[src/rtl/quet_12led_pkg.sv]
// Shared constants for the 12-digit multiplexed seven-segment scanner:
// digit count, active-low glyph patterns (bit order g..a), scan state encoding.
package quet_12led_pkg;

    localparam int unsigned NUM_DIGITS = 12;
    localparam logic [3:0]  IDX_LAST   = 4'd11;

    // Scan FSM encoding
    localparam logic [0:0] ST_BLANK = 1'b0;
    localparam logic [0:0] ST_SHOW  = 1'b1;

    // Active-low glyphs, bit 6 = g ... bit 0 = a
    localparam logic [6:0] SEG_0     = 7'h40;
    localparam logic [6:0] SEG_1     = 7'h79;
    localparam logic [6:0] SEG_2     = 7'h24;
    localparam logic [6:0] SEG_3     = 7'h30;
    localparam logic [6:0] SEG_4     = 7'h19;
    localparam logic [6:0] SEG_5     = 7'h12;
    localparam logic [6:0] SEG_6     = 7'h02;
    localparam logic [6:0] SEG_7     = 7'h78;
    localparam logic [6:0] SEG_8     = 7'h00;
    localparam logic [6:0] SEG_9     = 7'h10;
    localparam logic [6:0] SEG_DASH  = 7'h3F;
    localparam logic [6:0] SEG_BLANK = 7'h7F;

    localparam logic [NUM_DIGITS-1:0] ANODE_OFF = '1;

    // Registered display drive, all fields active-low
    typedef struct packed {
        logic [NUM_DIGITS-1:0] anode;
        logic [6:0]            sseg;
        logic                  dp;
    } disp_t;

    localparam disp_t DISP_OFF = '{anode: ANODE_OFF, sseg: SEG_BLANK, dp: 1'b1};

endpackage

[src/rtl/bcd_to_7seg.sv]
// Combinational digit-code to active-low seven-segment glyph lookup.
// Codes 0-9 give decimal glyphs, 0xA gives a dash, 0xB-0xF are blank.
module bcd_to_7seg
    import quet_12led_pkg::*;
(
    input  logic [3:0] i_code,
    output logic [6:0] o_seg
);

    // Glyph table
    always_comb begin
        o_seg = SEG_BLANK;
        case (i_code)
            4'h0:    o_seg = SEG_0;
            4'h1:    o_seg = SEG_1;
            4'h2:    o_seg = SEG_2;
            4'h3:    o_seg = SEG_3;
            4'h4:    o_seg = SEG_4;
            4'h5:    o_seg = SEG_5;
            4'h6:    o_seg = SEG_6;
            4'h7:    o_seg = SEG_7;
            4'h8:    o_seg = SEG_8;
            4'h9:    o_seg = SEG_9;
            4'hA:    o_seg = SEG_DASH;
            default: o_seg = SEG_BLANK;
        endcase
    end

endmodule

[src/rtl/quet_12led.sv]
// Twelve-digit multiplexed seven-segment scanner. Each scan tick ends the
// current digit slot, inserts GUARD_CYC all-anodes-off cycles to kill ghosting,
// then shows the next digit. All display outputs are registered.
module quet_12led
    import quet_12led_pkg::*;
#(
    parameter int unsigned GUARD_CYC = 4
) (
    input  logic                    ckht,
    input  logic                    rst_n,
    input  logic                    ena_scan,
    input  logic [4*NUM_DIGITS-1:0] data_in,
    input  logic [NUM_DIGITS-1:0]   ena_12led,
    input  logic [NUM_DIGITS-1:0]   dp_in,
    output logic [NUM_DIGITS-1:0]   anode,
    output logic [6:0]              sseg,
    output logic                    dp
);

    localparam logic [3:0] GCNT_LAST = 4'(GUARD_CYC - 1);

    logic [0:0] r_state;
    logic [3:0] r_idx;
    logic [3:0] r_gcnt;
    disp_t      r_disp;

    logic [0:0]            w_state_nxt;
    logic [3:0]            w_idx_nxt;
    logic [3:0]            w_gcnt_nxt;
    disp_t                 w_disp_nxt;
    logic [3:0]            w_idx_safe;
    logic [3:0]            w_idx_inc;
    logic [3:0]            w_code;
    logic [6:0]            w_glyph;
    logic                  w_lit;
    logic [NUM_DIGITS-1:0] w_onehot;

    // Out-of-range indices can only come from upsets; fold them onto digit 0
    assign w_idx_safe = (r_idx > IDX_LAST) ? 4'd0 : r_idx;
    assign w_idx_inc  = (r_idx >= IDX_LAST) ? 4'd0 : r_idx + 4'd1;
    assign w_code     = data_in[{w_idx_safe, 2'b00} +: 4];
    assign w_lit      = ena_12led[w_idx_safe];
    assign w_onehot   = NUM_DIGITS'(1) << w_idx_safe;

    bcd_to_7seg u_glyph (
        .i_code (w_code),
        .o_seg  (w_glyph)
    );

    // Scan FSM next state: ticks only count while a digit is showing
    always_comb begin
        w_state_nxt = r_state;
        w_idx_nxt   = r_idx;
        w_gcnt_nxt  = r_gcnt;
        case (r_state)
            ST_SHOW: begin
                if (ena_scan) begin
                    w_state_nxt = ST_BLANK;
                    w_gcnt_nxt  = 4'd0;
                end
            end
            default: begin
                if (r_gcnt == GCNT_LAST) begin
                    w_state_nxt = ST_SHOW;
                    w_idx_nxt   = w_idx_inc;
                    w_gcnt_nxt  = 4'd0;
                end else begin
                    w_gcnt_nxt = r_gcnt + 4'd1;
                end
            end
        endcase
    end

    // Display drive from the current state; a masked digit keeps its slot but stays dark
    always_comb begin
        w_disp_nxt = DISP_OFF;
        if (r_state == ST_SHOW) begin
            w_disp_nxt.anode = w_lit ? ~w_onehot : ANODE_OFF;
            w_disp_nxt.sseg  = w_glyph;
            w_disp_nxt.dp    = ~(dp_in[w_idx_safe] & w_lit);
        end
    end

    // State, counters and output registers; idx resets to 11 so the first slot is digit 0
    always_ff @(posedge ckht or negedge rst_n) begin
        if (!rst_n) begin
            r_state <= ST_BLANK;
            r_idx   <= IDX_LAST;
            r_gcnt  <= 4'd0;
            r_disp  <= DISP_OFF;
        end else begin
            r_state <= w_state_nxt;
            r_idx   <= w_idx_nxt;
            r_gcnt  <= w_gcnt_nxt;
            r_disp  <= w_disp_nxt;
        end
    end

    assign anode = r_disp.anode;
    assign sseg  = r_disp.sseg;
    assign dp    = r_disp.dp;

endmodule

[config.mk]
export PLATFORM = sky130hd
export DESIGN_NAME = quet_12led
export DESIGN_NICKNAME = d
export VERILOG_FILES = /design/src/rtl/quet_12led_pkg.sv /design/src/rtl/bcd_to_7seg.sv /design/src/rtl/quet_12led.sv
export SDC_FILE = /design/constraint.sdc
export NUM_CORES = 1
export LEC_CHECK = 0
export ABC_AREA = 1
export CAP_MARGIN = 20
export CORE_MARGIN = 2
export CORE_UTILIZATION = 35
export CTS_BUF_LIST = sky130_fd_sc_hd__clkbuf_4
export CTS_CLUSTER_SIZE = 14
export DETAILED_ROUTE_END_ITERATION = 8
export HOLD_SLACK_MARGIN = 0.05
export MAX_ROUTING_LAYER = met4
export PLACE_DENSITY = 0.7
export SLEW_MARGIN = 40
export SYNTH_ARGS = -nofsm -noshare
export SYNTH_HDL_FRONTEND = slang
export SYNTH_SLANG_ARGS = --single-unit
[constraint.sdc]
create_clock -name ckht -period 2.95 [get_ports ckht]
set_input_delay 0.59 -clock ckht [delete_from_list [all_inputs] [get_ports ckht]]
set_output_delay 0.59 -clock ckht [all_outputs]
set_load 0.05 [all_outputs]
==> impl_metrics.yaml, run 1 <==
status:
  status: "completed"
power:
  power_density_nw_per_um2: 829
  ir_worst_vdd_v: 0.000267
  power.total_mw: 2.59
  p_leak_nw: 1.43
layout:
  fillers: 566
  seqCellArea_um2: 754
  multi_input_comb_area_um2: 1120
  n_antenna_cell: 0
  areaGrowthSynthToFinish_pct: 51.3
  drive_above_1_share_pct: 11.8
  design_area_um2: 3130
  final_nets: 485
worst_setup_path:
  critPathKind: "flop to flop"
  path_cells: "nand2_2 > nand2_1 > nand2_1 > nand2_1 > nand2_1 > nand2_1 > nand2_1 > nand3_1 > inv_1 > ha_1 > or2_2 > nand2_1"
  cp.arrival_ns: 2.74
  max_stage_delay_ns: 0.58
  crit_fanout: 21
  endpoint_kind: "flop"
  critPathSlowestCell: "dfstp_2"
  crit_required_ns: 3.21
  startpoint_type: "flop"
  path_common_cell: "nand2_1"
clock_network:
  post_cts_resized: 0
  cts_setup_buffers: 0
  clkTransAtPathRegs_ns: 0.09
  clkSinkCount: 29
  cts_tree: "done"
  max-clock-path-buffers: 2
  root_buffer: "clkbuf_4"
  cts_buffers: 5
  htreeDepth: 2
  clkLatencyLatePin_ns: 0.32
  postCtsHoldBufs: 0
sta:
  period_share_pct: 84.0
  rsz0062_at_grt: "no"
  worstMarginPinSlew_ns: 0.625
  period_needed_ns: 2.48
  finalSetupViolCount: 0
  whs_ns: 0.518
  fin_skew_ns: 0.0102
  fin_ws_ns: 0.472
  fin_setup_tns_ns: 0
  hold_viol: 0
  finalMaxSlewViolations: 0
  slew_headroom_pct: 58.2
  timing.fmax_mhz: 403
yosys:
  synth_flop_cell: "dfstp_2"
  synth.distinct_cells: 27
  syn_avg_cell_area_um2: 6.73
  synth_area_um2: 2070
  yosysMostFrequentCell: "nand2_1"
  synthCells: 307
  netlist.area_leader.share_pct: 29.2
  ys_warn_count: 0
  ys_top_cells_by_count: "112 x nand2_1, 42 x nand3_1, 37 x inv_1"
  synth.net_count: 387
  yosysSeqAreaShare_pct: 36.5
  synth_edf_count: 0
  synth_top_cells_by_area: "dfstp_2 29%, nand2_1 20%, nand3_1 10%"
  synthArstFlopShare_pct: 100
  synth_top_area_cell: "dfstp_2"
  ys_seq_elements: 29
route:
  routed.top_layer: "met4"
  drtIter0Drc: 63
  num_vias: 2288
  vias_per_cell: 4.79
  ant_nets: 0
  wl_met1_mm: 2.53
  first_pass_iters: 5
  routed_wl_mm: 6.07
  drc: 0
  met3_wirelength_um: 537
  wl_per_cell_um: 12.7
  met2RoutedLength_mm: 2.97
global_routing:
  grt.total_usage_pct: 20.7
  overflow: 0
  grt_max_degree: 30
  grt_pass1_wl_mm: 10.4
  antenna_found_initial: 0
  grt_pass1_vias: 2299
placed_design:
  portBuffers: 94
  post-place-ws_ns: 0.481
  gp_congestion: 0.876
  post_dp_cell_area_um2: 3080
  dp_hpwl_mm: 4.92
floorplanning:
  fp.dieH_um: 80.9
  fp.dieW_um: 80.9
  die-area_um2: 6540
  ios: 95
  rows: 27
  initial_core_util_pct: 36.9
  design.core.area_um2: 5610
run:
  maxCapViolCount: 0
worst_hold_path:
  min_path_type: "flop to flop"
[cell usage in the layout, fill, tap and decap left out, types with 4 or more instances in the layout]
| cell type | netlist | final |
|---|---|---|
| nor2_1 | 23 | 23 |
| o21ai_0 | 12 | 12 |
| nand2_1 | 112 | 112 |
| ha_1 | 5 | 5 |
| a21oi_1 | 6 | 6 |
| dfrtp_1 | 6 | 6 |
| clkbuf_4 | 0 | 5 |
| clkdlybuf4s50_1 | 0 | 94 |
| inv_1 | 37 | 37 |
| o22ai_1 | 6 | 6 |
| nand3_1 | 42 | 42 |
| buf_4 | 1 | 4 |
| dfstp_2 | 23 | 23 |
[cell type report]
class	count	area share, %
Sequential cell	29	24.1
Tap cell	72	2.88
Clock inverter	3	0.400
Multi-Input combinational cell	234	35.9
Clock buffer	5	1.20
Timing Repair Buffer	98	31.0
Inverter	37	4.44
[per-layer routing]
layer / GRT usage (%) / up-vias
li1: - / 1173
met1: 25.1 / 1015
met3: 4.22 / 4
met5: - / -
met4: 4.75 / 0
met2: 35.6 / 96
[path summary, 6_finish.rpt]
check / start / to / slack, ns / cells after the start
max: r_idx[3]$_DFFE_PN1P_ / sseg[1]$_DFF_PN1_ / 0.47 / 12
min: r_idx[3]$_DFFE_PN1P_ / r_idx[3]$_DFFE_PN1P_ / 0.52 / 2
max reg2reg: r_idx[3]$_DFFE_PN1P_ / sseg[1]$_DFF_PN1_ / 0.47 / 12
min reg2reg: r_idx[3]$_DFFE_PN1P_ / r_idx[3]$_DFFE_PN1P_ / 0.52 / 2
max in group asynchronous: rst_n / sseg[3]$_DFF_PN1_ / 1.99 / 2
min in group asynchronous: rst_n / r_idx[2]$_DFFE_PN0P_ / 0.65 / 2
[sequential cells by signal (all words and copies together) (netlist names)]
name and flops:
anode 12, dp 1, r_gcnt 4, r_idx 4, r_state 1, sseg 7
[worst max-delay path: cells and delay by family (launching register included)]
family | cells | cell delay (ns)
adders and majority gates | 1 | 0.29
DFF | 1 | 0.58
and+or+nand+nor | 10 | 1.45
buffers and inverters | 1 | 0.11
[logic make-up (layout without fill, tap and decap cells)]
kind of cell               count (synthesis)  after routing  synth area share (%)
DFF                                       29             29                  36.5
and+or+nand+nor                          199            199                  42.7
buffers and inverters                     44            143                  9.14
AOI/OAI and AO/OA                         28             28                  7.75
xor gates and xnor gates                   2              2                 0.848
adders and majority gates                  5              5                  3.03
[per-stage QoR]
stage | utilization (%) | std cells
5_1_grt | 55.8 | 478
3_5_place_dp | 54.9 | 470
6_report | 55.8 | 478
2_1_floorplan | - | 307
4_1_cts | 55.8 | 478
3_3_place_gp | 54.9 | 470
[power breakdown]
part / switching (mW) / internal, mW / leakage (nW)
Combinational: 1.13 / 0.619 / 1.08
Sequential: 0.0828 / 0.545 / 0.318
Clock: 0.134 / 0.0859 / 0.0300
Total: 1.34 / 1.25 / 1.43
Note: power is estimated with default switching activity, not from simulation.
==> inputs of run 2 (changes only) <==
==> constraint.sdc (replaced) <==
create_clock -name ckht -period 2.3 [get_ports ckht]
set_input_delay 0.46 -clock ckht [delete_from_list [all_inputs] [get_ports ckht]]
set_output_delay 0.46 -clock ckht [all_outputs]
set_load 0.05 [all_outputs]
==> run 2 against run 1 <==
Non-clock buffer count increased by 10. Largest power group unchanged. Clock power grew 41%. Sequential power increased by 29%. First-iteration DRC count is 110% higher. Global-route usage barely moved. Cell count increased by 2.1%.
==> impl_metrics.yaml, run 2 (synthesized netlist as in run 1, its figures left out) <==
worst_setup_path:
  path_cells: "clkdlybuf4s50_1"
  crit_required_ns: 1.84
  max_stage_delay_ns: 0.80
  startpoint_type: "flop"
  critPathSlowestCell: "clkdlybuf4s50_1"
  crit_buf_inv: 1
  critPathKind: "flop to output port"
  crit_family: "buffers and inverters"
  cp.arrival_ns: 1.68
  crit_fanout: 1
  endpoint_kind: "output port"
worst_hold_path:
  min_path_type: "primary input to asynchronous set/reset pin"
clock_network:
  clkLatencyLatePin_ns: 0.33
  root_buffer: "clkbuf_4"
  postCtsHoldBufs: 0
  cts_setup_buffers: 0
  htreeDepth: 2
  cts_buffers: 5
  max-clock-path-buffers: 2
  clkTransAtPathRegs_ns: 0.09
  cts_tree: "done"
  clkSinkCount: 29
sta:
  fin_skew_ns: 0.00898
  hold_viol: 0
  worstMarginPinSlew_ns: 0.531
  finalMaxSlewViolations: 0
  slew_headroom_pct: 64.3
  finalSetupViolCount: 0
  timing.fmax_mhz: 468
  period_share_pct: 92.9
  period_needed_ns: 2.14
  rsz0062_at_grt: "no"
  fin_ws_ns: 0.163
  fin_setup_tns_ns: 0
global_routing:
  grt_max_degree: 30
  antenna_found_initial: 0
  grt.total_usage_pct: 20.7
  grt_pass1_vias: 2294
  overflow: 0
  grt_pass1_wl_mm: 10.2
floorplanning:
  rows: 27
  fp.dieH_um: 80.9
  design.core.area_um2: 5610
  fp.dieW_um: 80.9
  initial_core_util_pct: 36.9
  die-area_um2: 6540
  ios: 95
layout:
  areaGrowthSynthToFinish_pct: 56.6
  mostFrequentLayoutCells: "111 x nand2_1, 94 x clkdlybuf4s50_1, 42 x nand3_1"
  final_nets: 495
  layout_commonest_cell: "nand2_1"
  drive_above_1_share_pct: 14.4
  largest_reg_flops: 12
  n_antenna_cell: 0
  fillers: 551
route:
  routed.top_layer: "met4"
  first_pass_iters: 4
  drc: 0
  num_vias: 2316
  drtIter0Drc: 130
  routed_wl_mm: 6.16
  vias_per_cell: 4.75
  ant_nets: 0
  wl_per_cell_um: 12.6
  met2RoutedLength_mm: 2.94
  met3_wirelength_um: 439
  wl_met1_mm: 2.71
power:
  ir_worst_vdd_v: 0.000448
  internal_power_mw: 1.77
  clockPowerShare_pct: 8.8
  p_sw_mw: 1.75
  swShare_pct: 49.7
  power_density_nw_per_um2: 1090
  p_leak_nw: 1.50
  power_frac_seq_pct: 23.0
  p_comb_share_pct: 68.1
run:
  maxCapViolCount: 0
placed_design:
  post-place-ws_ns: 0.123
  gp_congestion: 0.875
  dp_hpwl_mm: 5.03
  portBuffers: 94
status:
  status: "completed"
[run 2: final timing paths]
| check | slack (ns) | endpoint | start | cells after the start |
|---|---|---|---|---|
| setup / recovery | 0.16 | sseg[5] | sseg[5]$_DFF_PN1_ | 1 |
| hold reg to reg | 0.54 | r_gcnt[0]$_DFFE_PN0P_ | r_gcnt[0]$_DFFE_PN0P_ | 1 |
| min in group ckht | 0.54 | r_gcnt[0]$_DFFE_PN0P_ | r_gcnt[0]$_DFFE_PN0P_ | 1 |
| setup reg to reg | 0.19 | sseg[1]$_DFF_PN1_ | r_idx[3]$_DFFE_PN1P_ | 13 |
| max in group asynchronous | 1.48 | r_idx[0]$_DFFE_PN1P_ | rst_n | 2 |
| hold / removal | 0.51 | r_idx[2]$_DFFE_PN0P_ | rst_n | 2 |
[run 2: layer usage]
layer	global-route usage [%]	vias to the layer above
li1	-	1196
met1	24.6	1017
met2	34.7	93
met3	4.56	10
met4	7.12	0
met5	-	-
[run 2: area by class of cell]
cell class | count | area (µm²) | area share (%)
inverter | 37 | 139 | 4.29
timing repair buffer | 108 | 1070 | 32.9
sequential | 29 | 754 | 23.3
clock inverter | 1 | 3.75 | 0.116
multi-input combinational | 234 | 1130 | 34.9
tap | 72 | 90.1 | 2.78
clock buffer | 7 | 52.6 | 1.62
[run 2: what timing repair did]
action,in CTS,in global routing
endpoints found under the hold margin,0,0
endpoints found under the setup margin,0,5
resized for setup,0,4
[run 2: stage by stage]
step | area (µm²) | std cells | total power [mW] | util [%] | hold slack, ns
after CTS | 3220 | 488 | 3.52 | 57.5 | 0.514
after detailed placement | 3170 | 480 | 3.20 | 56.4 | 0.505
after floorplan | 2070 | 307 | 2.44 | - | 0.164
final | 3240 | 488 | 3.52 | 57.7 | 0.511
after global routing | 3240 | 488 | 3.88 | 57.7 | 0.542
after global placement | 3170 | 480 | 3.15 | 56.4 | 0.506
[run 2: worst reg2reg max path: stages, from the launching register on]
cell and delay [ns]:
dfstp_2 0.60, nand2_4 0.10, nand2_2 0.10, buf_12 0.15, nand2_1 0.06, nand2_1 0.06
nand2_1 0.05, nand2_1 0.06, nand2_1 0.04, nand3_1 0.10, inv_1 0.08, ha_1 0.29
or2_2 0.29, nand2_1 0.07
[run 2: power groups by stage]
stage / Clock, mW / Sequential [mW] / Combinational (mW)
after floorplan: 0 / 1.01 / 1.44
after global placement: 0 / 0.808 / 2.34
after detailed placement: 0 / 0.811 / 2.39
after CTS: 0.316 / 0.805 / 2.40
after global routing: 0.344 / 0.831 / 2.70
final: 0.311 / 0.812 / 2.40
==> inputs of run 3 (changes only) <==
--- a/config.mk
+++ b/config.mk
@@ -14,7 +14,7 @@
 export DETAILED_ROUTE_END_ITERATION = 8
 export HOLD_SLACK_MARGIN = 0.05
 export MAX_ROUTING_LAYER = met4
-export PLACE_DENSITY = 0.7
+export PLACE_DENSITY = 0.68
 export SLEW_MARGIN = 40
 export SYNTH_ARGS = -nofsm -noshare
 export SYNTH_HDL_FRONTEND = slang
==> constraint.sdc (replaced) <==
create_clock -name ckht -period 2.3 [get_ports ckht]
set_input_delay 0.69 -clock ckht [delete_from_list [all_inputs] [get_ports ckht]]
set_output_delay 0.69 -clock ckht [all_outputs]
set_load 0.05 [all_outputs]
==> run 3 against run 2 <==
Via count shrank 1.1%. Largest power group unchanged. Critical endpoint is now sseg[1]$_DFF_PN1_. Highest routed layer unchanged. Count of clock-buffer cells in the layout shrank 1. Design area shrank 1.2%. Critical path depth grew 11. First-iteration DRC count shrank 38%. Largest cell class unchanged. Combinational power is essentially flat. Global-route usage shrank 0.41 points. Sequential power grew 0.6%. Hold slack gained 0.025 ns.
==> impl_metrics.yaml, run 3 (synthesized netlist as in run 1, its figures left out) <==
sta:
  worstMarginPinSlew_ns: 0.540
  finalMaxSlewViolations: 0
  timing.fmax_mhz: 472
  hold_viol: 0
  period_needed_ns: 2.12
  rsz0062_at_grt: "no"
  period_share_pct: 92.1
  finalSetupViolCount: 0
  fin_skew_ns: 0.00896
  slew_headroom_pct: 63.7
  fin_setup_tns_ns: 0
worst_setup_path:
  r2r_slack_ns: 0.18
  r2r-start: "r_idx[3]$_DFFE_PN1P_"
  critPathSlowestCell: "dfstp_2"
  startpoint_type: "flop"
  endpoint_kind: "flop"
  crit_cells: 12
  path_cells: "nand2_2 > buf_4 > nand3_1 > nand2_1 > nand2_1 > nand2_1 > nand2_1 > nand3_1 > inv_1 > ha_1 > or2_2 > nand2_1"
  critPathKind: "flop to flop"
  r2r-end: "sseg[1]$_DFF_PN1_"
  max_stage_delay_ns: 0.58
  crit_family: "simple AND/OR/NAND/NOR gates"
  path_common_cell: "nand2_1"
  cp.arrival_ns: 2.40
  crit_buf_inv: 2
  crit_required_ns: 2.58
  crit_fanout: 17
  reg2regPathDepth: 12
route:
  routed.top_layer: "met4"
  met3_wirelength_um: 493
  num_vias: 2290
  ant_nets: 0
  routed_wl_mm: 6.04
  vias_per_cell: 4.69
  drc: 0
  met2RoutedLength_mm: 2.80
  drtIter0Drc: 81
  wl_per_cell_um: 12.4
  first_pass_iters: 4
  wl_met1_mm: 2.68
worst_hold_path:
  hp-start: "r_idx[3]$_DFFE_PN1P_"
  min_path_type: "flop to flop"
  holdPathEnd: "r_idx[3]$_DFFE_PN1P_"
  min_path_cells: 2
clock_network:
  htreeDepth: 2
  clkLatencyLatePin_ns: 0.33
  postCtsHoldBufs: 0
  root_buffer: "clkbuf_4"
  max-clock-path-buffers: 2
  cts_tree: "done"
  clkTransAtPathRegs_ns: 0.09
  cts_buffers: 5
  clkSinkCount: 29
status:
  status: "completed"
layout:
  design_area_um2: 3200
  n_antenna_cell: 0
  mostFrequentLayoutCells: "111 x nand2_1, 74 x clkdlybuf4s50_1, 41 x nand3_1"
  utilization_pct: 57.1
  areaGrowthSynthToFinish_pct: 54.8
  largest_reg_flops: 12
  drive_above_1_share_pct: 19.5
  fin_cells: 488
  layout_commonest_cell: "nand2_1"
  final_nets: 495
placed_design:
  dp_cells: 478
  portBuffers: 94
  post_dp_cell_area_um2: 3090
  dp_hpwl_mm: 4.86
  gp_congestion: 0.906
floorplanning:
  design.core.area_um2: 5610
  ios: 95
  fp.dieH_um: 80.9
  die-area_um2: 6540
  fp.dieW_um: 80.9
  rows: 27
  initial_core_util_pct: 36.9
power:
  ir_worst_vdd_v: 0.000423
  p_leak_nw: 1.49
  power_density_nw_per_um2: 1130
  power.total_mw: 3.60
global_routing:
  grt.total_usage_pct: 20.3
  antenna_found_initial: 0
  grt_pass1_wl_mm: 10.0
  overflow: 0
  grt_pass1_vias: 2292
  grt_max_degree: 30
run:
  maxCapViolCount: 0
[run 3: final cells by class]
| class | count | area [µm²] |
|---|---|---|
| sequential | 29 | 754 |
| inverter | 37 | 139 |
| multi-input combinational | 234 | 1140 |
| fill | 573 | 2410 |
| tap | 72 | 90.1 |
| clock buffer | 6 | 45.0 |
| timing repair buffer | 108 | 996 |
| clock inverter | 2 | 33.8 |
[run 3: worst max path at each step]
stage                              start           endpoint  slack (ns)
finish              r_idx[3]$_DFFE_PN1P_  sseg[1]$_DFF_PN1_        0.18
global route        r_idx[3]$_DFFE_PN1P_  sseg[1]$_DFF_PN1_       0.009
CTS                 r_idx[3]$_DFFE_PN1P_  sseg[2]$_DFF_PN1_        0.07
detailed placement           data_in[12]  sseg[1]$_DFF_PN1_       -0.02
global placement             data_in[28]  sseg[1]$_DFF_PN1_       0.001
floorplan           r_idx[0]$_DFFE_PN1P_  sseg[1]$_DFF_PN1_        0.21
[run 3: per-layer routing]
| layer | global-route usage, % | up-vias |
|---|---|---|
| met5 | - | - |
| met4 | 4.75 | 0 |
| met3 | 5.00 | 6 |
| met2 | 35.1 | 85 |
| met1 | 23.8 | 1010 |
| li1 | - | 1189 |
[run 3: repair_timing]
item                                    CTS  global route
endpoints found under the setup margin    0             7
hold endpoints to repair                  0             0
gates resized for setup                   0             4
setup buffers                             0             2
[run 3: tightest hold or removal path: cells and delay by family (launching register included)]
family,cells,cell delay [ns]
and+or+nand+nor,1,0.06
DFF,1,0.40
AOI/OAI and AO/OA,1,0.08
[run 3: power breakdown]
| group | total (mW) | internal, mW | switching [mW] |
|---|---|---|---|
| sequential | 0.817 | 0.700 | 0.117 |
| combinational | 2.37 | 0.905 | 1.46 |
| clock | 0.414 | 0.238 | 0.176 |
[run 3: metrics by stage]
stage	setup WS, ns	hold WS (ns)
floorplan	0.207	0.394
global placement	0.00101	0.497
detailed placement	-0.0203	0.512
CTS	0.0710	0.536
global route	0.00916	0.556
finish	0.182	0.535
